<file path="config.mk">
export PLATFORM = sky130hd
export DESIGN_NAME = dmem_lsu_master
export DESIGN_NICKNAME = d
export VERILOG_FILES = /design/src/rtl/dmem_lsu_master.sv
export SDC_FILE = /design/constraint.sdc
export NUM_CORES = 1
export LEC_CHECK = 0
export CORE_MARGIN = 2
export CORE_UTILIZATION = 47
export CTS_CLUSTER_SIZE = 25
export DETAILED_ROUTE_END_ITERATION = 8
export GPL_TIMING_DRIVEN = 0
export PLACE_DENSITY = 0.92
export SETUP_SLACK_MARGIN = 0.2
export SKIP_LAST_GASP = 1
export SYNTH_ARGS = -nofsm -noshare
export SYNTH_HDL_FRONTEND = slang
export SYNTH_SLANG_ARGS = --single-unit
</file>
<file path="constraint.sdc">
create_clock -name clk -period 4.3 [get_ports clk]
set_input_delay 0.86 -clock clk [delete_from_list [all_inputs] [get_ports clk]]
set_output_delay 0.86 -clock clk [all_outputs]
set_load 0.03 [all_outputs]
</file>
<file path="src/rtl/dmem_lsu_master.sv">
// Load/store master for a word-addressed synchronous data memory.
// Byte/half/word loads with extension; sub-word stores via read-modify-write.
module dmem_lsu_master #(
  parameter int MEM_DEPTH = 32
) (
  input  logic        clk,
  input  logic        rst,
  input  logic        req,
  input  logic        req_we,
  input  logic [1:0]  req_size,
  input  logic        req_uns,
  input  logic [31:0] req_addr,
  input  logic [31:0] req_wdata,
  output logic        busy,
  output logic        done,
  output logic        err,
  output logic [31:0] rdata,
  output logic [31:0] mem_addr,
  output logic [31:0] mem_din,
  output logic        mem_we,
  input  logic [31:0] mem_dout
);

  typedef enum logic [2:0] {
    S_IDLE,
    S_RD_ISSUE,
    S_RD_DATA,
    S_WR,
    S_RESP
  } state_t;

  localparam logic [31:0] LP_DEPTH = 32'(MEM_DEPTH);

  state_t      r_state;
  logic        r_we;
  logic [1:0]  r_size;
  logic        r_uns;
  logic [1:0]  r_off;
  logic [15:0] r_wdata;
  logic        r_err;
  logic [31:0] r_rdata;
  logic [31:0] r_addr;
  logic [31:0] r_din;

  logic        w_misalign;
  logic        w_bad_size;
  logic        w_oor;
  logic        w_err;
  logic [7:0]  w_byte;
  logic [15:0] w_half;
  logic [31:0] w_ld;
  logic [31:0] w_merge;

  // Request error screening, evaluated on the raw request in IDLE
  always_comb begin
    w_bad_size = (req_size == 2'b11);
    w_misalign = 1'b0;
    if (req_size == 2'b01)
      w_misalign = req_addr[0];
    else if (req_size == 2'b10)
      w_misalign = (req_addr[1:0] != 2'b00);
    w_oor = ({2'b00, req_addr[31:2]} >= LP_DEPTH);
    w_err = w_bad_size | w_misalign | w_oor;
  end

  // Lane extraction and extension of the word returned by memory
  always_comb begin
    w_byte = mem_dout[{r_off, 3'b000} +: 8];
    w_half = r_off[1] ? mem_dout[31:16] : mem_dout[15:0];
    w_ld   = mem_dout;
    if (r_size == 2'b00)
      w_ld = {{24{~r_uns & w_byte[7]}}, w_byte};
    else if (r_size == 2'b01)
      w_ld = {{16{~r_uns & w_half[15]}}, w_half};
  end

  // Replace the addressed lane of the read word with the store data
  always_comb begin
    w_merge = mem_dout;
    if (r_size == 2'b00)
      w_merge[{r_off, 3'b000} +: 8] = r_wdata[7:0];
    else if (r_off[1])
      w_merge[31:16] = r_wdata;
    else
      w_merge[15:0] = r_wdata;
  end

  // Control FSM with latched request fields and registered results
  always_ff @(posedge clk or posedge rst) begin
    if (rst) begin
      r_state <= S_IDLE;
      r_we    <= 1'b0;
      r_size  <= 2'b00;
      r_uns   <= 1'b0;
      r_off   <= 2'b00;
      r_wdata <= '0;
      r_err   <= 1'b0;
      r_rdata <= '0;
      r_addr  <= '0;
      r_din   <= '0;
    end else begin
      unique case (r_state)
        S_IDLE: begin
          if (req) begin
            r_we    <= req_we;
            r_size  <= req_size;
            r_uns   <= req_uns;
            r_off   <= req_addr[1:0];
            r_wdata <= req_wdata[15:0];
            r_addr  <= {2'b00, req_addr[31:2]};
            r_err   <= w_err;
            if (w_err) begin
              r_state <= S_RESP;
            end else if (req_we && req_size == 2'b10) begin
              r_din   <= req_wdata;
              r_state <= S_WR;
            end else begin
              r_state <= S_RD_ISSUE;
            end
          end
        end
        S_RD_ISSUE: r_state <= S_RD_DATA;
        S_RD_DATA: begin
          if (r_we) begin
            r_din   <= w_merge;
            r_state <= S_WR;
          end else begin
            r_rdata <= w_ld;
            r_state <= S_RESP;
          end
        end
        S_WR:    r_state <= S_RESP;
        S_RESP:  r_state <= S_IDLE;
        default: r_state <= S_IDLE;
      endcase
    end
  end

  assign busy     = (r_state != S_IDLE);
  assign done     = (r_state == S_RESP);
  assign mem_we   = (r_state == S_WR);
  assign err      = r_err;
  assign rdata    = r_rdata;
  assign mem_addr = r_addr;
  assign mem_din  = r_din;

endmodule
</file>
==> results of run 1 <==
-- report_power, final --
group / leakage, nW / total [mW] / internal [mW] / switching, mW
combinational: 2.27 / 1.29 / 0.596 / 0.692
sequential: 1.50 / 1.43 / 1.30 / 0.131
clock: 0.269 / 1.42 / 0.895 / 0.524
total: 4.04 / 4.14 / 2.79 / 1.35
-- how the worst max path moves through the flow --
| stage | start | endpoint | slack (ns) |
|---|---|---|---|
| final | r_off[1] | mem_din[12] | 0.68 |
| after detailed placement | r_off[1] | mem_din[28] | 0.63 |
| after CTS | r_off[1] | mem_din[28] | 0.59 |
| after global placement | rst | mem_addr[0] | -1.45 |
| after global routing | r_off[1] | mem_din[12] | 0.59 |
| after floorplan | rst | err | 0.25 |
-- flip-flops by register name, indices dropped and copies added (netlist names) --
signal / cells
mem_din: 32
r_wdata: 16
err: 1
r_size: 2
r_we: 1
r_uns: 1
rdata: 32
r_off: 2
r_state: 3
mem_addr: 30
-- cell usage in the layout, fill, tap and decap left out, types with 13 or more instances in the layout --
master / n
clkbuf_1: 30
a21oi_1: 53
clkdlybuf4s50_1: 200
mux2_2: 53
mux2_4: 29
clkbuf_16: 17
o21ai_0: 13
dfrtp_1: 120
a221o_1: 32
nand2_1: 36
nor2_1: 30
mux2i_1: 39
a22o_1: 32
-- cell type report --
type / instances / area, µm² / share of cell area [%]
buffer: 44 / 206 / 2.20
clock buffer: 21 / 470 / 5.00
clock inverter: 11 / 123 / 1.30
inverter: 11 / 46.3 / 0.492
multi-input combinational: 394 / 3300 / 35.1
sequential: 120 / 3000 / 31.9
tap: 180 / 225 / 2.39
timing repair buffer: 202 / 2030 / 21.6
-- cell families (layout without fill, tap and decap cells) --
logic type	Yosys count	after routing	synth area share, %
AOI/OAI and AO/OA	158	158	17.6
muxes	129	129	24.5
DFF	120	120	45.9
and+or+nand+nor	100	100	7.17
buffers and inverters	55	289	3.79
adders and majority gates	5	5	0.956
other	1	2	0.0573
-- stage by stage --
stage / utilization [%] / cells / setup slack [ns] / instance area (µm²) / setup TNS (ns)
6_report: 68.6 / 983 / 0.681 / 9410 / 0
3_5_place_dp: 64.2 / 950 / 0.627 / 8810 / 0
3_3_place_gp: 64.0 / 949 / -1.45 / 8770 / -173.16
2_1_floorplan: - / 569 / 0.254 / 6550 / 0
5_1_grt: 68.6 / 983 / 0.595 / 9410 / 0
4_1_cts: 68.5 / 982 / 0.594 / 9400 / 0
-- metal layers --
metal | vias to the layer above | wire length (µm) | track usage [%] | part of all wire (%)
met5 | - | 0 | 0 | 0
met4 | 0 | 1090 | 14.9 | 5.1
met3 | 80 | 2150 | 9.27 | 10
met2 | 392 | 9720 | 44.9 | 45
met1 | 2864 | 8550 | 37.6 | 40
li1 | 2597 | - | - | -
==> metrics.md, run 1 <==
| Metric | Value |
|---|---|
| Area Growth Syn to Fin | `43.7%` |
| Ys Warns | `0` |
| Post_cts resized | `0` |
| FF-to-FF path depth | `10` |
| Most common cell in the netlist | `dfrtp_1` |
| Reported leakage power | `4.04 nW` |
| Worst-Skew Late Latency | `0.42 ns` |
| Pwr Density | `440 nW/µm²` |
| ANT nets after route | `0` |
| Vias in the first global route | `5970` |
| Post-synth top area share | `between 40% and 50%` |
| Nets | `between 800 and 900` |
| Post-DP HPWL | `around 16000 µm` |
| Area contributors post-synth | `dfrtp_1 (46%), mux2_2 (9.1%), mux2_4 (6.7%), mux2i_1 (6.0%), a221o_1 (4.9%)` |
| TritonCTS Sinks | `120` |
| Worst-Margin Slew | `about 1.1 ns` |
| Number of synthesized register bits | `120` |
| WL/cell | `21.9 µm` |
| Max Clk Rate | `approximately 0.28 GHz` |
| CP Cell Sequence | `clkbuf_1 -> buf_2 -> clkbuf_1 -> inv_1 -> ha_1 -> nand2_1 -> nor3_1 -> a221o_1 -> a22o_1 -> mux2_4` |
| Fill cells | `1002` |
| DRT iter0 DRCs | `384` |
| HP Class | `register to register` |
| Synthesized area | `6540 µm²` |
| Die ar. | `14900 µm²` |
| Hold Buf Count CTS | `0` |
| Core ar. | `13700 µm²` |
| DIE WIDTH | `122 µm` |
| Register area share after synthesis | `45.9%` |
| CTS tree | `done` |
| Clock Path Buffers | `2` |
| Max-Slew Margin vs Limit | `between 20% and 30%` |
| Average cell area after synthesis | `11.5 µm²` |
| Slowest stage delay, CP | `0.81 ns` |
| Top_reg_cell synth | `dfrtp_1` |
| Gate count after technology mapping | `568` |
| Slew Limit Fails | `0` |
| Worst hold endpoint | `rdata[2]` |
| Initial antenna violation count | `1` |
| Num CTS Buffers | `17` |
| Tmin final | `3.62 ns` |
| Final Power | `approximately 4.1 mW` |
| Global-route usage over all layers | `between 20% and 30%` |
| Final setup violation count | `0` |
| RSZ-0062 raised after global routing | `false` |
| Largest area contributor in the netlist | `dfrtp_1` |
| Post-CTS setup buffer count | `0` |
| Final Hold Fails | `0` |
| First drt pass iteration count | `5` |
| CP arrival | `3.98 ns` |
| RD Place Congestion | `0.944` |
| Layout cell share with drive strength beyond 1 | `18.3%` |
| Status | `completed` |
| Hold path start | `rdata[2]` |
| Crit path kind | `register to register` |
| EDFF count, synth | `0` |
| Post-synth cell types | `40` |
| Buffers and inverters on the worst path | `4` |
| Hold WS | `0.482 ns` |
| Max-cap violations | `0` |
| CP max stage cell | `nor3_1` |
| Final wirelength | `21500 µm` |
| Worst r2r src | `r_off[1]` |
| Worst endpoint required time | `4.66 ns` |
| Critical path depth | `10` |
| Die Ht | `122 µm` |
| Vias | `roughly 5900` |
| CP top delay family | `buffers and inverters` |
| Critical Path Sink Type | `register` |
| First-pass GRT wire length | `32600 µm` |
| Most used cell, CP | `clkbuf_1` |
| Total grt overflow | `0` |
| Buffers added on ports | `200` |
| Antenna cell count | `0` |
| H-tree levels | `4` |
| Clock Skew | `0.00724 ns` |
| Critical path launch point type | `register` |
| Rows | `43` |
| Largest fanout on the critical path | `10` |
| R2r setup slk | `0.68 ns` |
| Vias per inst | `6.04` |
| DR DRC count | `0` |
| Largest net degree at the start of global routing | `63` |
| CTS Root Cell | `clkbuf_16` |
| Initial Util | `47.7%` |
| Peak VDD IR | `roughly 240 µV` |
| Final period util | `84.2%` |
| Hold Crit Depth | `1` |
| IO Count | `203` |
| Commonest cells post-synth | `dfrtp_1 (120), a21oi_1 (53), mux2_2 (53)` |
| End of the worst register-to-register path | `mem_din[12]` |
| Clock Pin Slew Worst Setup and Hold Paths | `0.06 ns` |
| FFs w/ async S/R, synth | `100%` |
Note: power is estimated with default switching activity, not from simulation.
==> run 2: changes to the inputs <==
--- a/config.mk
+++ b/config.mk
@@ -6,11 +6,11 @@
 export NUM_CORES = 1
 export LEC_CHECK = 0
 export CORE_MARGIN = 2
-export CORE_UTILIZATION = 47
+export CORE_UTILIZATION = 43
 export CTS_CLUSTER_SIZE = 25
 export DETAILED_ROUTE_END_ITERATION = 8
 export GPL_TIMING_DRIVEN = 0
-export PLACE_DENSITY = 0.92
+export PLACE_DENSITY = 0.89
 export SETUP_SLACK_MARGIN = 0.2
 export SKIP_LAST_GASP = 1
 export SYNTH_ARGS = -nofsm -noshare
==> constraint.sdc (replaced) <==
create_clock -name clk -period 3 [get_ports clk]
set_input_delay 0.6 -clock clk [delete_from_list [all_inputs] [get_ports clk]]
set_output_delay 0.6 -clock clk [all_outputs]
set_load 0.03 [all_outputs]
==> run 2 against run 1 <==
Compared with the run above: clock skew about the same; first-iteration DRC count grew 28%; global-route usage is 2.0 points lower; sequential share of layout area down 0.35 points; cell area rose by 1.1%; worst hold slack improved by 0.0057 ns; combinational power up 46%; count of clock-buffer cells in the layout increased by 1; largest power group is now clock.
==> metrics.md, run 2 (same netlist as run 1, synthesis figures left out) <==
| Metric | Value |
|---|---|
| Status | `completed` |
| Max-Slew Margin vs Limit | `43.7%` |
| Reported leakage power | `4.09 nW` |
| Nets | `900` |
| Buffers added on ports | `200` |
| Finished Layout Cells | `992` |
| CTS Root Cell | `clkbuf_16` |
| Vias in the first global route | `5890` |
| Worst-Margin Slew | `0.844 ns` |
| Final setup violation count | `0` |
| RD Place Congestion | `0.897` |
| Total grt overflow | `0` |
| Slew Limit Fails | `0` |
| H-tree levels | `4` |
| First drt pass iteration count | `6` |
| Clock Skew | `around 0.0067 ns` |
| Pwr Density | `633 nW/µm²` |
| Critical Path Sink Type | `register` |
| CP arrival | `3.00 ns` |
| HP Class | `register to register` |
| R2r setup slk | `0.30 ns` |
| DP Cell Count | `960` |
| Core ar. | `15000 µm²` |
| Die ar. | `16200 µm²` |
| TritonCTS Sinks | `120` |
| ANT nets after route | `0` |
| Antenna cell count | `0` |
| WL/cell | `22.1 µm` |
| First-pass GRT wire length | `33800 µm` |
| Layout cell share with drive strength beyond 1 | `19.2%` |
| CTS tree | `done` |
| Area Growth Syn to Fin | `45.3%` |
| Global-route usage over all layers | `between 20 and 30%` |
| RSZ-0062 raised after global routing | `true` |
| Initial Util | `43.5%` |
| Num CTS Buffers | `17` |
| Clock Pin Slew Worst Setup and Hold Paths | `approximately 0.060 ns` |
| Max Clk Rate | `0.370 GHz` |
| IO Count | `203` |
| Most common cell after layout, fill and taps aside | `clkdlybuf4s50_1` |
| Final Hold Fails | `0` |
| Max-cap violations | `0` |
| DRT iter0 DRCs | `490` |
| Rows | `45` |
| Final wirelength | `about 22000 µm` |
| Final core occ | `63.3%` |
| Clock Path Buffers | `2` |
| DR DRC count | `0` |
| Most frequent cells in the layout | `clkdlybuf4s50_1 (200), dfrtp_1 (120), a21oi_1 (53), mux2_2 (53), mux2i_1 (39)` |
| Vias per inst | `between 5 and 6` |
| Critical path launch point type | `register` |
| Tmin final | `2.70 ns` |
| Crit path kind | `register to register` |
| Initial antenna violation count | `0` |
| Largest net degree at the start of global routing | `35` |
| Final period util | `90.0%` |
| DIE WIDTH | `about 130 µm` |
| Peak VDD IR | `456 µV` |
| Worst endpoint required time | `3.30 ns` |
| Final Cell Area | `around 9500 µm²` |
| Worst-Skew Late Latency | `approximately 0.42 ns` |
| Cell Area, Placed | `8850 µm²` |
| Vias | `5901` |
| Die Ht | `127 µm` |
| Largest fanout on the critical path | `10` |
| Post-DP HPWL | `16200 µm` |
| Fill cells | `roughly 1100` |
-- run 2: cell count changes in the layout (fill, tap and decap cells not counted), moves of 2 or more --
cell and change:
clkinvlp_4 -4, buf_12 +3, clkinv_2 +3, nor3_1 -2
-- run 2: power by group --
group	total [mW]	switching [mW]	internal, mW	leakage, nW
logic	1.88	1.01	0.871	2.30
clock network	2.08	0.726	1.36	0.296
registers	2.05	0.191	1.86	1.50
total	6.02	1.93	4.09	4.09
-- run 2: final timing paths --
path                           from      endpoint  cells after the start
max                        r_off[1]    mem_din[0]                     10
min                        rdata[2]      rdata[2]                      1
max reg2reg                r_off[1]    mem_din[0]                     10
min reg2reg                rdata[2]      rdata[2]                      1
max in group asynchronous       rst   mem_din[22]                      5
min in group asynchronous       rst  mem_addr[17]                      2
-- run 2: cell type report --
cell class,instances,area [µm²],area share [%]
repair buffers,204,2070,21.8
plain buffers,44,218,2.29
well taps,188,235,2.47
clock inverters,9,123,1.29
multi-input cells,394,3340,35.1
clock buffers,22,474,4.99
flip-flops and latches,120,3000,31.6
inverters,11,48.8,0.513
-- run 2: routing by layer --
metal	vias up	routed length (µm)	global-route usage [%]
met1	2858	8930	35.7
li1	2590	-	-
met2	378	9850	41.7
met4	0	1040	13.1
met3	75	2070	8.67
met5	-	0	0
-- run 2: per-stage QoR --
stage	setup WS [ns]	setup TNS [ns]	hold slack [ns]	power, mW
6_report	0.301	0	0.488	6.02
5_1_grt	0.193	0	0.509	6.24
4_1_cts	0.218	0	0.482	6.02
2_1_floorplan	0.340	0	0.491	3.10
3_3_place_gp	-0.398	-33.20	0.464	3.85
3_5_place_dp	-0.421	-9.65	0.470	3.90
-- run 2: repair_timing --
item | in CTS | in global routing
buffers inserted | 1 | 0
resized for setup | 9 | 4
endpoints found under the setup margin | 32 | 32
pin swaps | 1 | 0
hold buffers | 0 | 0
-- run 2: critical path, cell delays in order, from the launching register on --
cell,delay [ns]
dfrtp_1,0.36
clkbuf_2,0.20
buf_6,0.19
clkbuf_4,0.23
inv_1,0.13
ha_1,0.31
nor4b_4,0.17
buf_4,0.19
a221o_1,0.30
a22o_1,0.22
mux2_4,0.27
==> run 3: changes to the inputs <==
--- a/config.mk
+++ b/config.mk
@@ -9,6 +9,7 @@
 export CORE_UTILIZATION = 43
 export CTS_CLUSTER_SIZE = 25
 export DETAILED_ROUTE_END_ITERATION = 8
+export GPL_ROUTABILITY_DRIVEN = 0
 export GPL_TIMING_DRIVEN = 0
 export PLACE_DENSITY = 0.89
 export SETUP_SLACK_MARGIN = 0.2
==> run 3 against run 2 <==
Compared with the run above: non-clock buffer count unchanged; sequential share of layout area decreased by 0.14 points; sequential cell count unchanged; clock power increased by 5%; fmax increased by 0.39%; largest power group unchanged; highest routed layer unchanged.
==> metrics.md, run 3 (same netlist as run 1, synthesis figures left out) <==
| Metric | Value |
|---|---|
| Status | `completed` |
| Vias in the first global route | `about 6000` |
| Final setup violation count | `0` |
| TritonCTS Sinks | `120` |
| Slowest stage delay, CP | `about 0.42 ns` |
| Peak VDD IR | `roughly 390 µV` |
| Hold path start | `rdata[1]` |
| Post-DP HPWL | `16200 µm` |
| Final wirelength | `21800 µm` |
| Clock Skew | `0.0153 ns` |
| Worst-Margin Slew | `0.834 ns` |
| Largest net degree at the start of global routing | `44` |
| Core ar. | `15000 µm²` |
| CTS Root Cell | `clkbuf_16` |
| Vias | `5960` |
| Multi-input gate area | `around 3300 µm²` |
| Worst Setup SP | `r_off[1]` |
| Clock Path Buffers | `2` |
| Die ar. | `between 15000 and 20000 µm²` |
| Worst endpoint required time | `3.30 ns` |
| Worst r2r src | `r_off[1]` |
| Pwr Density | `between 600 and 700 nW/µm²` |
| Setup WS pre-CTS | `-0.377 ns` |
| Total grt overflow | `0` |
| Num CTS Buffers | `17` |
| Max-Slew Margin vs Limit | `44.4%` |
| Nets | `900` |
| Sw frac | `31.4%` |
| Vias per inst | `around 6` |
| Largest fanout on the critical path | `10` |
| H-tree levels | `4` |
| Final Hold Fails | `0` |
| Clock Pin Slew Worst Setup and Hold Paths | `0.06 ns` |
| Crit path kind | `register to register` |
| Final period util | `89.6%` |
| IO Count | `203` |
| Antenna cell count | `0` |
| HP Class | `register to register` |
| Die Ht | `127 µm` |
| DRT iter0 DRCs | `about 430` |
| Power share of the clock group | `between 30% and 40%` |
| Critical path launch point type | `register` |
| Reg power frac | `33.4%` |
| Max-cap violations | `0` |
| RSZ-0062 raised after global routing | `false` |
| Initial antenna violation count | `0` |
| Hold Buf Count CTS | `0` |
| Final Power | `6.12 mW` |
| Slew Limit Fails | `0` |
| Layout cell share with drive strength beyond 1 | `19.3%` |
| Setup TNS | `0 ns` |
| NetSw | `1.92 mW` |
| Buffers added on ports | `200` |
| Hold WS | `approximately 0.48 ns` |
| Worst setup margin | `0.311 ns` |
| Most frequent cells in the layout | `clkdlybuf4s50_1 (200), dfrtp_1 (120), a21oi_1 (53), mux2_2 (53), mux2i_1 (39)` |
| Critical Path Sink Type | `register` |
| First drt pass iteration count | `6` |
| CP Cell Sequence | `clkbuf_2 -> buf_6 -> clkbuf_4 -> inv_1 -> ha_2 -> nor4b_4 -> buf_4 -> a221o_1 -> a22o_1 -> mux2_4` |
| Max Clk Rate | `approximately 0.37 GHz` |
| Buffers and inverters on the worst path | `5` |
| Worst-Skew Late Latency | `0.42 ns` |
| DIE WIDTH | `127 µm` |
| DR DRC count | `0` |
| CP top delay family | `buffers and inverters` |
| Most common cell after layout, fill and taps aside | `clkdlybuf4s50_1` |
| Gate power share | `a little under a third` |
| ANT nets after route | `0` |
| Initial Util | `43.5%` |
| Cell Area, Placed | `8850 µm²` |
| First-pass GRT wire length | `33600 µm` |
| Global-route usage over all layers | `between 20 and 30%` |
| Seq. cell area | `3000 µm²` |
| CTS tree | `done` |
| Reported leakage power | `roughly 4 nW` |
| Fill cells | `approximately 1100` |
| Tmin final | `2.69 ns` |
| Internal | `about 4.2 mW` |
| Area Growth Syn to Fin | `46.0%` |
| WL/cell | `21.9 µm` |
| Final Cell Area | `9550 µm²` |
| CP max stage cell | `ha_2` |
| Rows | `45` |
| CP arrival | `2.99 ns` |
## run 3: changes by cell type in the layout (fill, tap and decap cells not counted)
cell / delta
bufinv_16: +1
ha_2: +1
clkinv_2: -2
ha_1: -1
nor3_4: +1
nor3_2: -1
clkbuf_8: +1
## run 3: path summary, 6_finish.rpt
kind	endpoint	slack, ns	cells after the start
worst min register to register	rdata[1]	0.48	1
worst max-delay path	mem_din[0]	0.31	10
worst min-delay path	rdata[1]	0.48	1
max in group asynchronous	rdata[9]	1.57	4
min in group asynchronous	mem_addr[26]	0.60	2
worst max register to register	mem_din[0]	0.31	10
## run 3: area by class of cell
cell class / count / share of cell area [%]
repair buffers: 204 / 21.7
clock buffers: 23 / 5.11
inverters: 11 / 0.511
plain buffers: 44 / 2.28
flip-flops and latches: 120 / 31.4
well taps: 188 / 2.46
multi-input cells: 394 / 35.0
clock inverters: 8 / 1.49
## run 3: repair_timing
action / 4_1_cts / 5_1_grt
setup endpoints to repair: 32 / 30
gates cloned: 0 / 0
hold endpoints to repair: 0 / 0
resized for setup: 9 / 6
pin swaps: 1 / 0
setup buffers: 1 / 0
## run 3: metrics by stage
| stage | cells | utilization, % |
|---|---|---|
| 2_1_floorplan | 569 | - |
| 3_3_place_gp | 957 | 58.5 |
| 3_5_place_dp | 960 | 58.9 |
| 4_1_cts | 992 | 63.4 |
| 5_1_grt | 992 | 63.5 |
| 6_report | 992 | 63.5 |
## run 3: power groups by stage
stage          clock network (mW)  registers, mW  logic (mW)
6_report                     2.19           2.05        1.88
3_3_place_gp                    0           2.06        1.79
3_5_place_dp                    0           2.07        1.83
5_1_grt                      2.30           2.08        1.98
4_1_cts                      2.23           2.05        1.86
2_1_floorplan                   0           2.42       0.688
## run 3: routing by layer
metal  GRT usage (%)  wire, µm  vias up
met3            8.92      2310       75
li1                -         -     2591
met2            42.1      9970      397
met5               0         0        -
met4            12.9       957        0
met1            34.5      8520     2897
